## src/rtl/z_core_mul_ctrl.sv

```systemverilog
// -----------------------------------------------------------------------------
// z_core_mul_ctrl
//
// Sequencer for the RISC-V M-extension multiply ops (MUL, MULH, MULHSU, MULHU)
// in the Z-Core execute stage. It captures one request, drives a combinational
// 32x32->64 multiplier that sits beside it, and holds the multiplier operands
// stable for LATENCY cycles so that the multiplier can be timed as a multicycle
// path. It then registers the selected 32-bit half of the product and returns
// it on a valid/ready response port.
//
// Optional build macro: Z_CORE_MUL_FUSE_EN
//   When defined, the block remembers the last product sampled from the
//   multiplier together with its operand/signedness key. A legal request with a
//   matching key completes in one edge from the stored product. An example is
//   MULHU followed by MUL on the same operands.
//
// Parameters
//   LATENCY        cycles the operands are held before the product is sampled
//                  (legal range 1..15)
//
// Ports
//   clk, rstn      clock (rising edge), asynchronous active-low reset
//   req_*          request: valid/ready, funct3, rs1/rs2 values, rd tag
//   flush          pipeline kill; abandons any in-flight op
//   rsp_*          response: valid/ready, result, rd tag, illegal flag
//   busy           high whenever the sequencer is not idle
//   mul_op1/2      registered operands to the external multiplier
//   mul_op*_signed registered operand signedness to the multiplier
//   mul_product    64-bit multiplier output
//   state_dbg      current FSM state (0 idle, 1 calc, 2 done) for checkers
//
// Handshake rules (both ports): a transfer happens on a rising edge where
// valid and ready are both high. A producer that has raised valid keeps it
// high, with stable payload, until that transfer. req_ready is high only in
// IDLE with no flush. rsp_valid stays high with stable rsp_result, rsp_rd and
// rsp_illegal until the consumer takes the response or a flush drops it.
// -----------------------------------------------------------------------------
module z_core_mul_ctrl #(
    parameter int unsigned LATENCY = 2
) (
    input  logic        clk,
    input  logic        rstn,
    input  logic        req_valid,
    output logic        req_ready,
    input  logic [2:0]  req_funct3,
    input  logic [31:0] req_op1,
    input  logic [31:0] req_op2,
    input  logic [4:0]  req_rd,
    input  logic        flush,
    output logic        rsp_valid,
    input  logic        rsp_ready,
    output logic [31:0] rsp_result,
    output logic [4:0]  rsp_rd,
    output logic        rsp_illegal,
    output logic        busy,
    output logic [31:0] mul_op1,
    output logic [31:0] mul_op2,
    output logic        mul_op1_signed,
    output logic        mul_op2_signed,
    input  logic [63:0] mul_product,
    output logic [1:0]  state_dbg
);

    typedef enum logic [1:0] {
        S_IDLE = 2'd0,
        S_CALC = 2'd1,
        S_DONE = 2'd2
    } state_t;

    // The counter is loaded with LATENCY-1. The product is sampled on the edge
    // where the counter reads zero, which is LATENCY edges after acceptance.
    localparam logic [3:0] CNT_INIT = 4'(LATENCY - 1);

    state_t      state, state_nxt;
    logic [3:0]  cnt, cnt_nxt;
    logic        valid_nxt;
    logic [31:0] result_nxt;
    logic        illegal_nxt;
    logic        hi_q;

    logic        accept;
    logic        dec_illegal;
    logic        dec_op1_s;
    logic        dec_op2_s;
    logic        dec_hi;

    logic        fuse_hit;
    logic [63:0] fuse_product;

    function automatic logic [31:0] pick_half(input logic [63:0] p, input logic hi);
        return hi ? p[63:32] : p[31:0];
    endfunction

    assign req_ready = (state == S_IDLE) && !flush;
    assign accept    = req_valid && req_ready;
    assign busy      = (state != S_IDLE);
    assign state_dbg = state;

    // funct3 decode. MUL and MULHU use unsigned operands. MUL takes the low
    // half, because the low half does not depend on signedness.
    always_comb begin
        dec_illegal = req_funct3[2];
        dec_op1_s   = (req_funct3[1:0] == 2'b01) || (req_funct3[1:0] == 2'b10);
        dec_op2_s   = (req_funct3[1:0] == 2'b01);
        dec_hi      = (req_funct3[1:0] != 2'b00);
    end

`ifdef Z_CORE_MUL_FUSE_EN
    logic        fuse_valid;
    logic [65:0] fuse_key;
    logic [63:0] fuse_store;
    logic        fuse_wr;

    // Only a CALC completion that is not killed by flush writes the entry.
    assign fuse_wr = (state == S_CALC) && !flush && (cnt == 4'd0);

    always_ff @(posedge clk or negedge rstn) begin
        if (!rstn) begin
            fuse_valid <= 1'b0;
            fuse_key   <= '0;
            fuse_store <= '0;
        end else if (fuse_wr) begin
            fuse_valid <= 1'b1;
            fuse_key   <= {mul_op1, mul_op2, mul_op1_signed, mul_op2_signed};
            fuse_store <= mul_product;
        end
    end

    assign fuse_hit     = fuse_valid &&
                          (fuse_key == {req_op1, req_op2, dec_op1_s, dec_op2_s});
    assign fuse_product = fuse_store;
`else
    assign fuse_hit     = 1'b0;
    assign fuse_product = 64'd0;
`endif

    // State, counter and response registers
    always_ff @(posedge clk or negedge rstn) begin
        if (!rstn) begin
            state       <= S_IDLE;
            cnt         <= 4'd0;
            rsp_valid   <= 1'b0;
            rsp_result  <= 32'd0;
            rsp_illegal <= 1'b0;
        end else begin
            state       <= state_nxt;
            cnt         <= cnt_nxt;
            rsp_valid   <= valid_nxt;
            rsp_result  <= result_nxt;
            rsp_illegal <= illegal_nxt;
        end
    end

    // Next state and response. flush has priority over counter expiry and
    // over the response handshake.
    always_comb begin
        state_nxt   = state;
        cnt_nxt     = cnt;
        valid_nxt   = rsp_valid;
        result_nxt  = rsp_result;
        illegal_nxt = rsp_illegal;
        case (state)
            S_IDLE: begin
                if (accept) begin
                    if (dec_illegal) begin
                        state_nxt   = S_DONE;
                        valid_nxt   = 1'b1;
                        result_nxt  = 32'd0;
                        illegal_nxt = 1'b1;
                    end else if (fuse_hit) begin
                        state_nxt   = S_DONE;
                        valid_nxt   = 1'b1;
                        result_nxt  = pick_half(fuse_product, dec_hi);
                        illegal_nxt = 1'b0;
                    end else begin
                        state_nxt = S_CALC;
                        cnt_nxt   = CNT_INIT;
                    end
                end
            end
            S_CALC: begin
                if (flush) begin
                    state_nxt = S_IDLE;
                    cnt_nxt   = 4'd0;
                    valid_nxt = 1'b0;
                end else if (cnt == 4'd0) begin
                    state_nxt   = S_DONE;
                    valid_nxt   = 1'b1;
                    result_nxt  = pick_half(mul_product, hi_q);
                    illegal_nxt = 1'b0;
                end else begin
                    cnt_nxt = cnt - 4'd1;
                end
            end
            S_DONE: begin
                if (flush || rsp_ready) begin
                    state_nxt = S_IDLE;
                    valid_nxt = 1'b0;
                end
            end
            default: begin
                state_nxt = S_IDLE;
                cnt_nxt   = 4'd0;
                valid_nxt = 1'b0;
            end
        endcase
    end

    // Operand, signedness, half-select and tag registers. They load only on
    // acceptance. This keeps the multiplier inputs frozen for the whole of CALC.
    always_ff @(posedge clk or negedge rstn) begin
        if (!rstn) begin
            mul_op1        <= 32'd0;
            mul_op2        <= 32'd0;
            mul_op1_signed <= 1'b0;
            mul_op2_signed <= 1'b0;
            hi_q           <= 1'b0;
            rsp_rd         <= 5'd0;
        end else if (accept) begin
            mul_op1        <= req_op1;
            mul_op2        <= req_op2;
            mul_op1_signed <= dec_op1_s;
            mul_op2_signed <= dec_op2_s;
            hi_q           <= dec_hi;
            rsp_rd         <= req_rd;
        end
    end

endmodule

```

## config.mk

```make
export PLATFORM = sky130hd
export DESIGN_NAME = z_core_mul_ctrl
export DESIGN_NICKNAME = d
export VERILOG_FILES = /design/src/rtl/z_core_mul_ctrl.sv
export SDC_FILE = /design/constraint.sdc
export NUM_CORES = 1
export LEC_CHECK = 0
export ABC_AREA = 1
export CAP_MARGIN = 20
export CELL_PAD_IN_SITES_DETAIL_PLACEMENT = 2
export CELL_PAD_IN_SITES_GLOBAL_PLACEMENT = 2
export CORE_MARGIN = 5
export CORE_UTILIZATION = 20
export CTS_CLUSTER_SIZE = 14
export DETAILED_ROUTE_END_ITERATION = 7
export GPL_ROUTABILITY_DRIVEN = 0
export PLACE_DENSITY = 0.82
export SLEW_MARGIN = 15
export SYNTH_ARGS = -nofsm -noshare
export SYNTH_HDL_FRONTEND = slang
export SYNTH_SLANG_ARGS = --single-unit
```

## constraint.sdc

```tcl
create_clock -name clk -period 1.6 [get_ports clk]
set_clock_uncertainty 0.15 [all_clocks]
set_input_delay 0.16 -clock clk [delete_from_list [all_inputs] [get_ports clk]]
set_output_delay 0.16 -clock clk [all_outputs]
set_load 0.03 [all_outputs]
```

==> results of run 1 <==
[layout make-up]
| type | instances | area share |
|---|---|---|
| Clock buffer | 10 | 0.02631 |
| Clock inverter | 6 | 0.008771 |
| Inverter | 14 | 0.006326 |
| Multi-Input combinational cell | 463 | 0.2411 |
| Sequential cell | 112 | 0.3224 |
| Tap cell | 330 | 0.04745 |
| Timing Repair Buffer | 303 | 0.3477 |
[logic make-up after synthesis]
group / count (synthesis)
buffers and inverters: 56
AOI/OAI and AO/OA: 42
adders and majority gates: 4
DFF: 112
and+or+nand+nor: 417
[metal layers]
layer	up-vias	routed length, µm	global-route usage
met2	203	10560	0.2459
met3	12	2285	0.05830
met4	2	212	0.03542
li1	2553	-	-
met1	2689	9582	0.1835
met5	-	13	0
[power by group through the flow]
| stage | registers [mW] | clock network, mW | logic, mW |
|---|---|---|---|
| final | 4.91 | 2.43 | 9.80 |
| after global routing | 5.11 | 2.65 | 10.6 |
| after CTS | 4.94 | 2.54 | 9.67 |
| after detailed placement | 5.02 | 0 | 10.3 |
| after global placement | 4.96 | 0 | 10.0 |
| after floorplan | 7.43 | 0 | 2.89 |
[cell usage after synthesis, drive strengths merged]
master and n:
dfrtp 112, nor2 10, o21ai 6, nand2 295, nand3 110, o21bai 1
nand4 1, ha 4, a21oi 35, clkbuf 13, or2 1, buf 29
inv 14
[worst reg2reg max path, cell delays in order, from the launching register on]
cell       delay, ps
dfrtp_2          450
buf_4            150
nand2_2          130
a21oi_2           60
nor2_4           170
nand2_4          110
clkbuf_16        210
nand2_2           70
nand2_1           50
[path summary, 6_finish.rpt]
check | slack, ps | cells after the start | endpoint
max | -70 | 5 | req_ready
min | 40 | 2 | rsp_result[8]
max reg2reg | -50 | 8 | rsp_result[21]
min reg2reg | 320 | 2 | rsp_illegal
max in group asynchronous | 720 | 3 | mul_op1[22]
min in group clk | 200 | 3 | mul_op1[3]
[state kept, by name (all words and copies together) (netlist names)]
name	flops
mul_op1_signed	1
rsp_rd	5
mul_op2_signed	1
rsp_valid	1
state_dbg	2
mul_op1	32
mul_op2	32
cnt	4
rsp_result	32
hi_q	1
rsp_illegal	1
[metrics by stage]
| step | cell area [µm²] | hold WS, ps |
|---|---|---|
| final | 8702 | 37.77 |
| after global routing | 8702 | 29.99 |
| after CTS | 8563 | 21.83 |
| after detailed placement | 8260 | -137.3 |
| after global placement | 8260 | -136.8 |
| after floorplan | 5137 | -285.6 |
[what timing repair did]
| action | in CTS | in global routing |
|---|---|---|
| endpoints found under the hold margin | 112 | 0 |
| hold buffers | 1 | 0 |
| buffers inserted | 7 | 3 |
| resized for setup | 122 | 11 |
| setup endpoints to repair | 175 | 110 |
| pin swaps | 4 | 2 |
| cloned | 0 | 4 |
==> results.md, run 1 <==
- Nets: roughly 1000
- Clock share of power: 0.142
- Area grow syn2layout: 69.72%
- Total wire length: ~23 mm
- Boundary Pins: 250
- Residual DRC: 0
- Initial antenna violation count: 1
- Final hold vios: 0
- Failing checks: setup timing
- Register area share after synthesis: 0.5466
- DR vias: 5459
- Antenna-violating nets left: 0
- Grt ovf: 0
- Die height: between 150 and 200 µm
- Nature of the critical path endpoint: output port
- Net Sw Power: between 8 and 9 mW
- Startpoint Class: flop
- Iteration-0 DRC count of the detailed router: approximately 180
- Htree depth: 3
- Mapped Cells: approximately 630
- Port Buffer Count: between 200 and 250
- Switching Share: 0.4855
- Pre-CTS WS: -249.0 ps
- Buf/Inv on CP: 3
- Period minus WS final: between 1500 and 2000 ps
- RSZ-0062 raised after global routing: yes
- Arr. time, crit path: 1360 ps
- Synth cell types: 23
- Maximum vdd drop: 0.7719 mV
- Die area: 0.02894 mm²
- Multiplexer share of the synthesized area: 0
- Crit-path max cell delay: 450 ps
- Post-Syn Area: about 0.005 mm²
- CTS Buf Count: 9
- Sequential share of power: 0.286
- Final worst slack: -71.03 ps
- Synth Area in Simple Gates: 0.3470
- Critical Path RT: about 1300 ps
- Share of cells above drive strength 1: 0.1167
- CTS tree: built
- Most common cell after layout, fill and taps aside: nand2_1
- Cells after DPL: about 1200
- Filler cell count: between 2000 and 3000
- DR WL/cell: between 15 and 20 µm
- Clk sinks: between 100 and 150
- Final total power: between 15 and 20 mW
- Dpl hpwl: ~16 mm
- Synthesis Warnings: 0
- Worst-path fanout max: 3
- Synth top area cells: dfrtp_1 (55%), nand2_1 (21%), nand3_1 (11%)
- Final Cycle Share: 1.044
- CORE AREA: between 0.02 and 0.03 mm²
- LEAKAGE: ~4.5 nW
- Fmax achieved: between 500 and 600 MHz
- Synthesized Nets: between 700 and 800
- Compound-Gate Fraction of Synth Area: 0.04295
- Largest net degree at the start of global routing: 50
- Vias in the first global route: between 6000 and 7000
- Post-synth top area share: 0.5466
- Gr usage total: 0.1488
- Clock Path Buffers: 2
- Power Dens Cells: between 1500 and 2000 mW/mm²
- CP top delay family: flip-flops
- Area of the multi-input gates: approximately 0.0021 mm²
- Slowest cell on crit path: dfrtp_2
- Slew HR: 0.7418
- Combinational power share: 0.572
- Worst skew pair latency: 360 ps
- FP Rows: 58
- Worst setup startpoint: state_dbg[0]
- Max-slew violation count: 0
- Kind of critical path: flop to output port
- Crit-path cells: nor2_4 -> inv_4 -> nor2_8 -> buf_12 -> buf_8
- XOR/XNOR share of the synthesized area: 0
- N_diodes: 0
- Syn_area_per_cell: 8.126 µm²
- Crit Reg-Reg Startpoint: state_dbg[0]
- Detailed Routing Iterations Pass 1: 4
- Status: complete, but fails checks
- CTS root buffer: clkbuf_16
- Slew at the pin closest to its max-slew limit: approximately 390 ps
- Worst min-delay path class: input pin to asynchronous set/reset pin
- Number of synthesized register bits: 112
- Fraction of the mapped netlist area in adder cells: 0.009761
- Non-filler instance count after layout: approximately 1200
- Maxcap violations: 0
- Final setup vio count: 49
- Clock-pin slew on the worst setup and hold paths: roughly 90 ps
- Area occupied by registers: about 0.0028 mm²
- Most frequent cells in the layout: nand2_1 (280), clkdlybuf4s50_1 (138), dfrtp_1 (110)
- Final Core Density: 0.3456
- Main combinational cell family by area after synthesis: simple AND/OR/NAND/NOR gates
- Die Span X: around 170 µm
- Vias per cell: between 4 and 5
- Setup TNS: -1338 ps
- First-pass GRT wire length: about 34 mm
- Leading area contributor after synthesis: dfrtp_1
- Starting Density: 0.2036
- Int Pwr: just under 9 mW
Power figures use the tool's default switching activity.
==> run 2: changes to the inputs <==
--- a/config.mk
+++ b/config.mk
@@ -7,14 +7,12 @@
 export LEC_CHECK = 0
 export ABC_AREA = 1
 export CAP_MARGIN = 20
-export CELL_PAD_IN_SITES_DETAIL_PLACEMENT = 2
-export CELL_PAD_IN_SITES_GLOBAL_PLACEMENT = 2
 export CORE_MARGIN = 5
-export CORE_UTILIZATION = 20
+export CORE_UTILIZATION = 37
 export CTS_CLUSTER_SIZE = 14
 export DETAILED_ROUTE_END_ITERATION = 7
 export GPL_ROUTABILITY_DRIVEN = 0
-export PLACE_DENSITY = 0.82
+export PLACE_DENSITY = 0.81
 export SLEW_MARGIN = 15
 export SYNTH_ARGS = -nofsm -noshare
 export SYNTH_HDL_FRONTEND = slang
==> run 2 against run 1 <==
Effect of this change:
- the flow still finishes with violations (setup timing)
- die area fell by 44%
- global-route usage rose by 4.9 points
- wire length fell by 23%
- utilization rose by 29 points
- first-iteration DRC count rose by 56%
- combinational power barely moved
- via count fell by 4.3%
- fmax fell by 1.9%
- flip-flop and latch count did not move
- power rose by 1.5%
- clock-buffer cell count fell by 1
- cell count fell by 12%
- critical path type is now flop to flop
- highest routed layer unchanged
==> results.md, run 2 (synthesized netlist as in run 1, its figures left out) <==
- Status: complete, but fails checks
- Failing checks: setup timing
- Most frequent cells in the layout: nand2_1 (260), clkdlybuf4s50_1 (138), dfrtp_1 (110)
- Die Span X: 127.7 µm (-25%)
- Final worst slack: -103.3 ps (-32.27 ps)
- Worst min-delay path class: input pin to asynchronous set/reset pin
- Slew HR: 0.7551 (+0.01333)
- Htree depth: 3 (unchanged)
- Regs by FF count: mul_op1: 32 flops, mul_op2: 32 flops, rsp_result: 32 flops
- Clock share of power: 0.142 (about the same)
- Setup TNS: -2387 ps (-1049 ps)
- Kind of critical path: flop to flop
- FP Rows: 43 (-26%)
- Slew at the pin closest to its max-slew limit: 368.8 ps (-20.07 ps)
- Share of cells above drive strength 1: 0.1448 (+0.02801)
- Port Buffer Count: 249 (unchanged)
- Max-slew violation count: 0 (unchanged)
- CORE AREA: 0.01372 mm² (-46%)
- Power Dens Cells: 1997 mW/mm² (+1.3%)
- Initial antenna violation count: 1 (unchanged)
- Vias in the first global route: 5025 (-17%)
- Crit Reg-Reg Startpoint: state_dbg[0]
- Starting Density: 0.3737 (+0.1701)
- Vias per cell: 4.815 (+9.2%)
- Nets: 1045 (-0.29%)
- Final setup vio count: 36 (-27%)
- Sequential share of power: 0.282 (-0.004)
- Arr. time, crit path: 1840 ps (+480 ps)
- Die height: 127.7 µm (-25%)
- CTS root buffer: clkbuf_16
- First-pass GRT wire length: 25.88 mm (-24%)
- Gr usage total: 0.1980 (+0.04924)
- RSZ-0062 raised after global routing: yes
- Boundary Pins: 250 (unchanged)
- Most common cell after layout, fill and taps aside: nand2_1
- LEAKAGE: 4.558 nW (+1.5%)
- Residual DRC: 0 (unchanged)
- Clk sinks: 112 (unchanged)
- Nature of the critical path endpoint: flop
- Worst-path fanout max: 12 (+9)
- Grt ovf: 0 (unchanged)
- Int Pwr: 9.280 mW (+5.2%)
- Total wire length: 17.34 mm (-23%)
- Maxcap violations: 0 (unchanged)
- Largest net degree at the start of global routing: 57 (+14%)
- DR WL/cell: 15.98 µm (-13%)
- CTS Buf Count: 9 (unchanged)
- Fmax achieved: 587.1 MHz (-1.9%)
- Detailed Routing Iterations Pass 1: 4 (unchanged)
- Antenna-violating nets left: 0 (unchanged)
- Worst setup startpoint: state_dbg[0]
- CTS tree: built
- Final Cycle Share: 1.065 (+0.02017)
- Period minus WS final: 1703 ps (+32.27 ps)
- Final hold vios: 0 (unchanged)
- Clock Path Buffers: 2 (unchanged)
- Final total power: 17.41 mW (+1.5%)
- Die area: 0.01631 mm² (-44%)
- Startpoint Class: flop
- Switching Share: 0.4671 (-0.01843)
- Area grow syn2layout: 70.06%
- Combinational power share: 0.577 (+0.005)
- Worst skew pair latency: 350 ps (about the same)
- Clock-pin slew on the worst setup and hold paths: 80 ps (about the same)
- Maximum vdd drop: 1.085 mV (+41%)
- Iteration-0 DRC count of the detailed router: 278 (+56%)
- DR vias: 5224 (-4.3%)
- N_diodes: 0 (unchanged)
- Dpl hpwl: 12.00 mm (-26%)
- Critical Path RT: 1730 ps (+440 ps)
- Net Sw Power: 8.134 mW (-2.3%)
run 2: cell type report:
type	count	area, µm²
clock buffers	9	225.2
repair buffers	300	3062
well taps	180	225.2
clock inverters	7	102.6
multi-input cells	463	2245
inverters	14	55.05
fillers	1163	5000
flip-flops and latches	112	2805
run 2: final timing paths:
check / endpoint / slack, ps / cells past startpoint
max in group asynchronous: state_dbg[1] / 640 / 3
min reg2reg: mul_op1[26] / 320 / 2
max: rsp_result[29] / -100 / 9
min: mul_op1[1] / 100 / 2
max reg2reg: rsp_result[29] / -100 / 9
min in group clk: mul_op2[26] / 180 / 4
run 2: worst max-delay path: stages, from the launching register on:
cell and delay (ps):
dfrtp_2 440, buf_6 130, buf_6 110, nand3_2 70, nand2_2 60, nor2_4 210
buf_12 160, clkbuf_16 160, nand3_1 80, nand2_1 70
run 2: routing by layer:
metal | GRT usage | routed length [µm] | up-vias
li1 | - | - | 2557
met1 | 0.2552 | 6937 | 2418
met2 | 0.3053 | 8018 | 227
met3 | 0.08250 | 2098 | 20
met4 | 0.06055 | 267 | 2
met5 | 0 | 20 | -
run 2: through the flow:
step                      cell area (µm²)  instances  setup WS [ps]  utilization  hold WS [ps]
final                                8720       1085         -103.3       0.6356         96.00
after global routing                 8720       1085         -170.6       0.6356         115.4
after CTS                            8300       1075         -72.39       0.6050         60.88
after detailed placement             8023       1052         -113.6       0.5848        -94.05
after global placement               8023       1052         -87.92       0.5848        -94.40
after floorplan                      5137        631          36.53            -        -285.6
run 2: power groups by stage:
stage	combinational, mW	sequential (mW)	clock, mW
floorplan	2.89	7.43	0
global placement	9.70	4.91	0
detailed placement	9.84	4.93	0
CTS	9.12	4.86	2.52
global route	10.8	5.08	2.64
finish	10.0	4.91	2.47
run 2: timing repair:
| action | CTS | global route |
|---|---|---|
| resized for setup | 121 | 59 |
| setup buffers | 6 | 3 |
| endpoints found under the setup margin | 109 | 103 |
| gates cloned | 0 | 8 |
| pin swaps | 3 | 15 |
| hold buffers | 1 | 0 |
| hold endpoints to repair | 112 | 0 |
==> variant 1, RTL diff (config.mk and constraints of run 2) <==
Build with the macro `Z_CORE_MUL_FUSE_EN` defined.
--- a/src/rtl/z_core_mul_ctrl.sv
+++ b/src/rtl/z_core_mul_ctrl.sv
@@ -37,2 +37,4 @@
 // -----------------------------------------------------------------------------
+`define Z_CORE_MUL_FUSE_EN
+
 module z_core_mul_ctrl #(
Check against the original RTL: not equivalent (Yosys sat finds a counterexample within 10 cycles, from zero or initial values and one cycle with rstn low).
==> variant 1 against run 2 <==
The flow still finishes with violations (setup timing); global-route usage grew 6.2 points; area after synthesis up 120%; fmax fell by 21%; total power increased by 120%; cell area increased by 120%; routed wire length grew to 2.8 times the old value; sequential cell count rose by 131; combinational power grew 110%; setup slack got worse by 450 ps; critical path type unchanged; largest power group unchanged.
==> variant 1: results (changes against run 2) <==
outcome finished with violations (unchanged); failing checks setup timing (unchanged); largest net degree at the start of global routing 53 (was 57); Reg-to-Reg Start fuse_key[44]$_DFFE_PN0P_ (was state_dbg[0]$_DFFE_PN0P_); post-detail-place hpwl 25,300 um (was 12,000 um); drt pass-1 iters 8 (was 4); FF-to-FF End rsp_result[24]$_DFFE_PN0P_ (was rsp_result[29]$_DFFE_PN0P_); CTS HTree Levels 1 (was 3); Setup violations, final 250 (was 36); Lkg Pwr 9.32 nW (was 4.56 nW); Netlist cell types 30 (was 23); register area share after synthesis 0.539 (was 0.547); Setup WS post-layout -558 ps (was -103 ps); Worst Path Max Fanout 8 (was 12); Post-synth top cells nand2_1 (585), dfrtp_1 (243), o21ai_0 (143) (was nand2_1 (281), dfrtp_1 (112), nand3_1 (110)); worst path arrival time 2420 ps (was 1840 ps); syn avg cell area 7.91 um^2 (was 8.13 um^2); Placed Instances 2,101 (was 1,052); mux cell area share after synthesis 0.0160 (was 0); Fin Hold WS 35.3 ps (was 96.0 ps); clk slew on worst S/H paths 60 ps (was 80 ps); via count 12,600 (was 5,224); VDD IR max 0.00128 V (was 0.00109 V); Sum Neg Setup Slack -78,790 ps (was -2390 ps); Syn Nets 1,571 (was 776); share of cells above drive strength 1 0.400 (was 0.145)
variant 1: cell count changes in the layout (fill, tap and decap cells not counted), moves of 50 or more:
cell             change
nand3_1             -80
o21ai_1             +50
nand2_4             +66
nand2_2            +148
nand2_1             +81
buf_4               +64
dfrtp_1            +123
inv_1               +89
o21ai_2             +55
nor2_1             +117
dlygate4sd2_1      -103
clkdlybuf4s15_2     +50
variant 1: cell type report:
type,instances,area share
inverter,112,0.0234
multi-input combinational,1006,0.312
clock inverter,8,0.00469
tap,396,0.0258
timing repair buffer,449,0.274
clock buffer,38,0.0415
antenna,1,0.000130
sequential,243,0.317
timing repair inverter,1,0.00104
variant 1: worst max path at each step:
stage                             start                         end  slack (ps)  depth (start not counted)
3_5_place_dp              req_funct3[1]  rsp_result[10]$_DFFE_PN0P_       -1160                         16
5_1_grt        fuse_key[35]$_DFFE_PN0P_     rsp_illegal$_DFFE_PN0P_        -670                         14
6_report       fuse_key[44]$_DFFE_PN0P_  rsp_result[24]$_DFFE_PN0P_        -560                         14
4_1_cts        fuse_key[63]$_DFFE_PN0P_       rsp_valid$_DFFE_PN0P_        -440                         15
2_1_floorplan  state_dbg[0]$_DFFE_PN0P_  rsp_result[10]$_DFFE_PN0P_        -400                         11
3_3_place_gp              req_funct3[0]   rsp_result[7]$_DFFE_PN0P_       -1050                         16
variant 1: per-layer routing:
metal  part of all wire  vias up  GRT usage
li1                   -     5334          -
met1               0.35     6014      0.310
met2               0.48      934      0.446
met3               0.10      280     0.0564
met4              0.067        2      0.127
met5            0.00054        -          0
variant 1: timing repair:
item	in CTS	in global routing
hold buffers	1	0
resized for setup	672	345
buffers inserted	57	21
endpoints found under the hold margin	243	0
pin swaps	74	73
cloned	45	7
setup endpoints to repair	346	295
==> variant 2, RTL diff (config.mk and constraints of run 2) <==
Without the edit above. `rsp_result` no longer has a reset.
--- a/src/rtl/z_core_mul_ctrl.sv
+++ b/src/rtl/z_core_mul_ctrl.sv
@@ -142,3 +142,2 @@
             rsp_valid   <= 1'b0;
-            rsp_result  <= 32'd0;
             rsp_illegal <= 1'b0;
@@ -148,5 +147,8 @@
             rsp_valid   <= valid_nxt;
-            rsp_result  <= result_nxt;
             rsp_illegal <= illegal_nxt;
         end
+    end
+
+    always_ff @(posedge clk) begin
+        rsp_result <= result_nxt;
     end
Check against the original RTL: differs if rstn is asserted again (counterexample within 4 cycles, from zero or initial values and one cycle with rstn low); with rstn held inactive, the same outputs for 4 cycles.
==> variant 2 against run 2 <==
Sequential cell count unchanged; area after synthesis down 9.2%; cell area up 2.7%; total power down 3.0%; count of clock-buffer cells in the layout up 2; routed wire length up 4.5%; clock power down 2%; combinational power down 7%; setup slack worse by 59 ps; global-route usage down 0.098 points; the run still ends with setup timing left; utilization up 8.3 points.
==> variant 2: results (changes against run 2) <==
#MultiIn Comb 373 (was 463); post-detail-place hpwl 11,000 um (was 12,000 um); Lkg Pwr 4.34 nW (was 4.56 nW); post-cts resize count 128 (was 121); Seq cells 112 (unchanged); Post-Route Utilization 0.718 (was 0.636); Post-synth top cells nand2_1 (306), dfrtp_1 (80), a21oi_1 (35) (was nand2_1 (281), dfrtp_1 (112), nand3_1 (110)); Sum Neg Setup Slack -10,640 ps (was -2390 ps); Post-synth EDFFs 32 (was 0); register share of the cell area 0.331 (was 0.322); Area after DPL 7600 um^2 (was 8020 um^2); VDD IR max 0.00118 V (was 0.00109 V); outcome finished with violations (unchanged); R2R depth 7 (was 9); vias in the first global route 4,579 (was 5,025); register area share after synthesis 0.636 (was 0.547); failing checks setup timing (unchanged); Worst path top cell family by delay flip-flops (was buffers and inverters); top area cells in the synthesized netlist dfrtp_1 (43%), nand2_1 (25%), edfxtp_1 (21%), a21oi_1 (3.8%), buf_4 (1.3%) (was dfrtp_1 (55%), nand2_1 (21%), nand3_1 (11%), a21oi_1 (3.3%), buf_2 (2.1%)); Setup violations, final 105 (was 36); Setup WS post-layout -163 ps (was -103 ps); Placed Instances 957 (was 1,052); Post-CTS Setup Inserts 4 (was 6); slew at the pin closest to its max-slew limit 453 ps (was 369 ps); met2 GRT Util 0.338 (was 0.305); ys async rst share 0.714 (was 1.00); Initial DRC Count 262 (was 278); worst path arrival time 1450 ps (was 1840 ps); multi-input gate area in the final layout 2080 um^2 (was 2240 um^2); Final nets 971 (was 1,045); met3 usage 0.0771 (was 0.0825)
-- variant 2: cell types whose count changed after synthesis, sizes merged --
cell | run 2 | this run
buf | 29 | 18
clkbuf | 13 | 7
dfrtp | 112 | 80
edfxtp | 0 | 32
inv | 14 | 17
nand2 | 295 | 307
nand3 | 110 | 9
nand4 | 1 | 0
nor2 | 10 | 12
o21ai | 6 | 3
or2 | 1 | 0
-- variant 2: logic make-up after synthesis --
group | share of synthesized area
AO/OA/AOI/OAI | 0.0425
adder cells (fa/ha/maj) | 0.0108
buffers and inverters | 0.0425
flip-flops | 0.636
AND/OR/NAND/NOR | 0.268
-- variant 2: power groups by stage --
stage / clock network, mW / registers, mW / logic (mW)
final: 2.43 / 5.12 / 9.33
after global routing: 2.60 / 5.25 / 9.94
after CTS: 2.46 / 4.86 / 7.97
after detailed placement: 0 / 4.93 / 8.32
after global placement: 0 / 4.91 / 8.21
after floorplan: 0 / 7.16 / 2.18
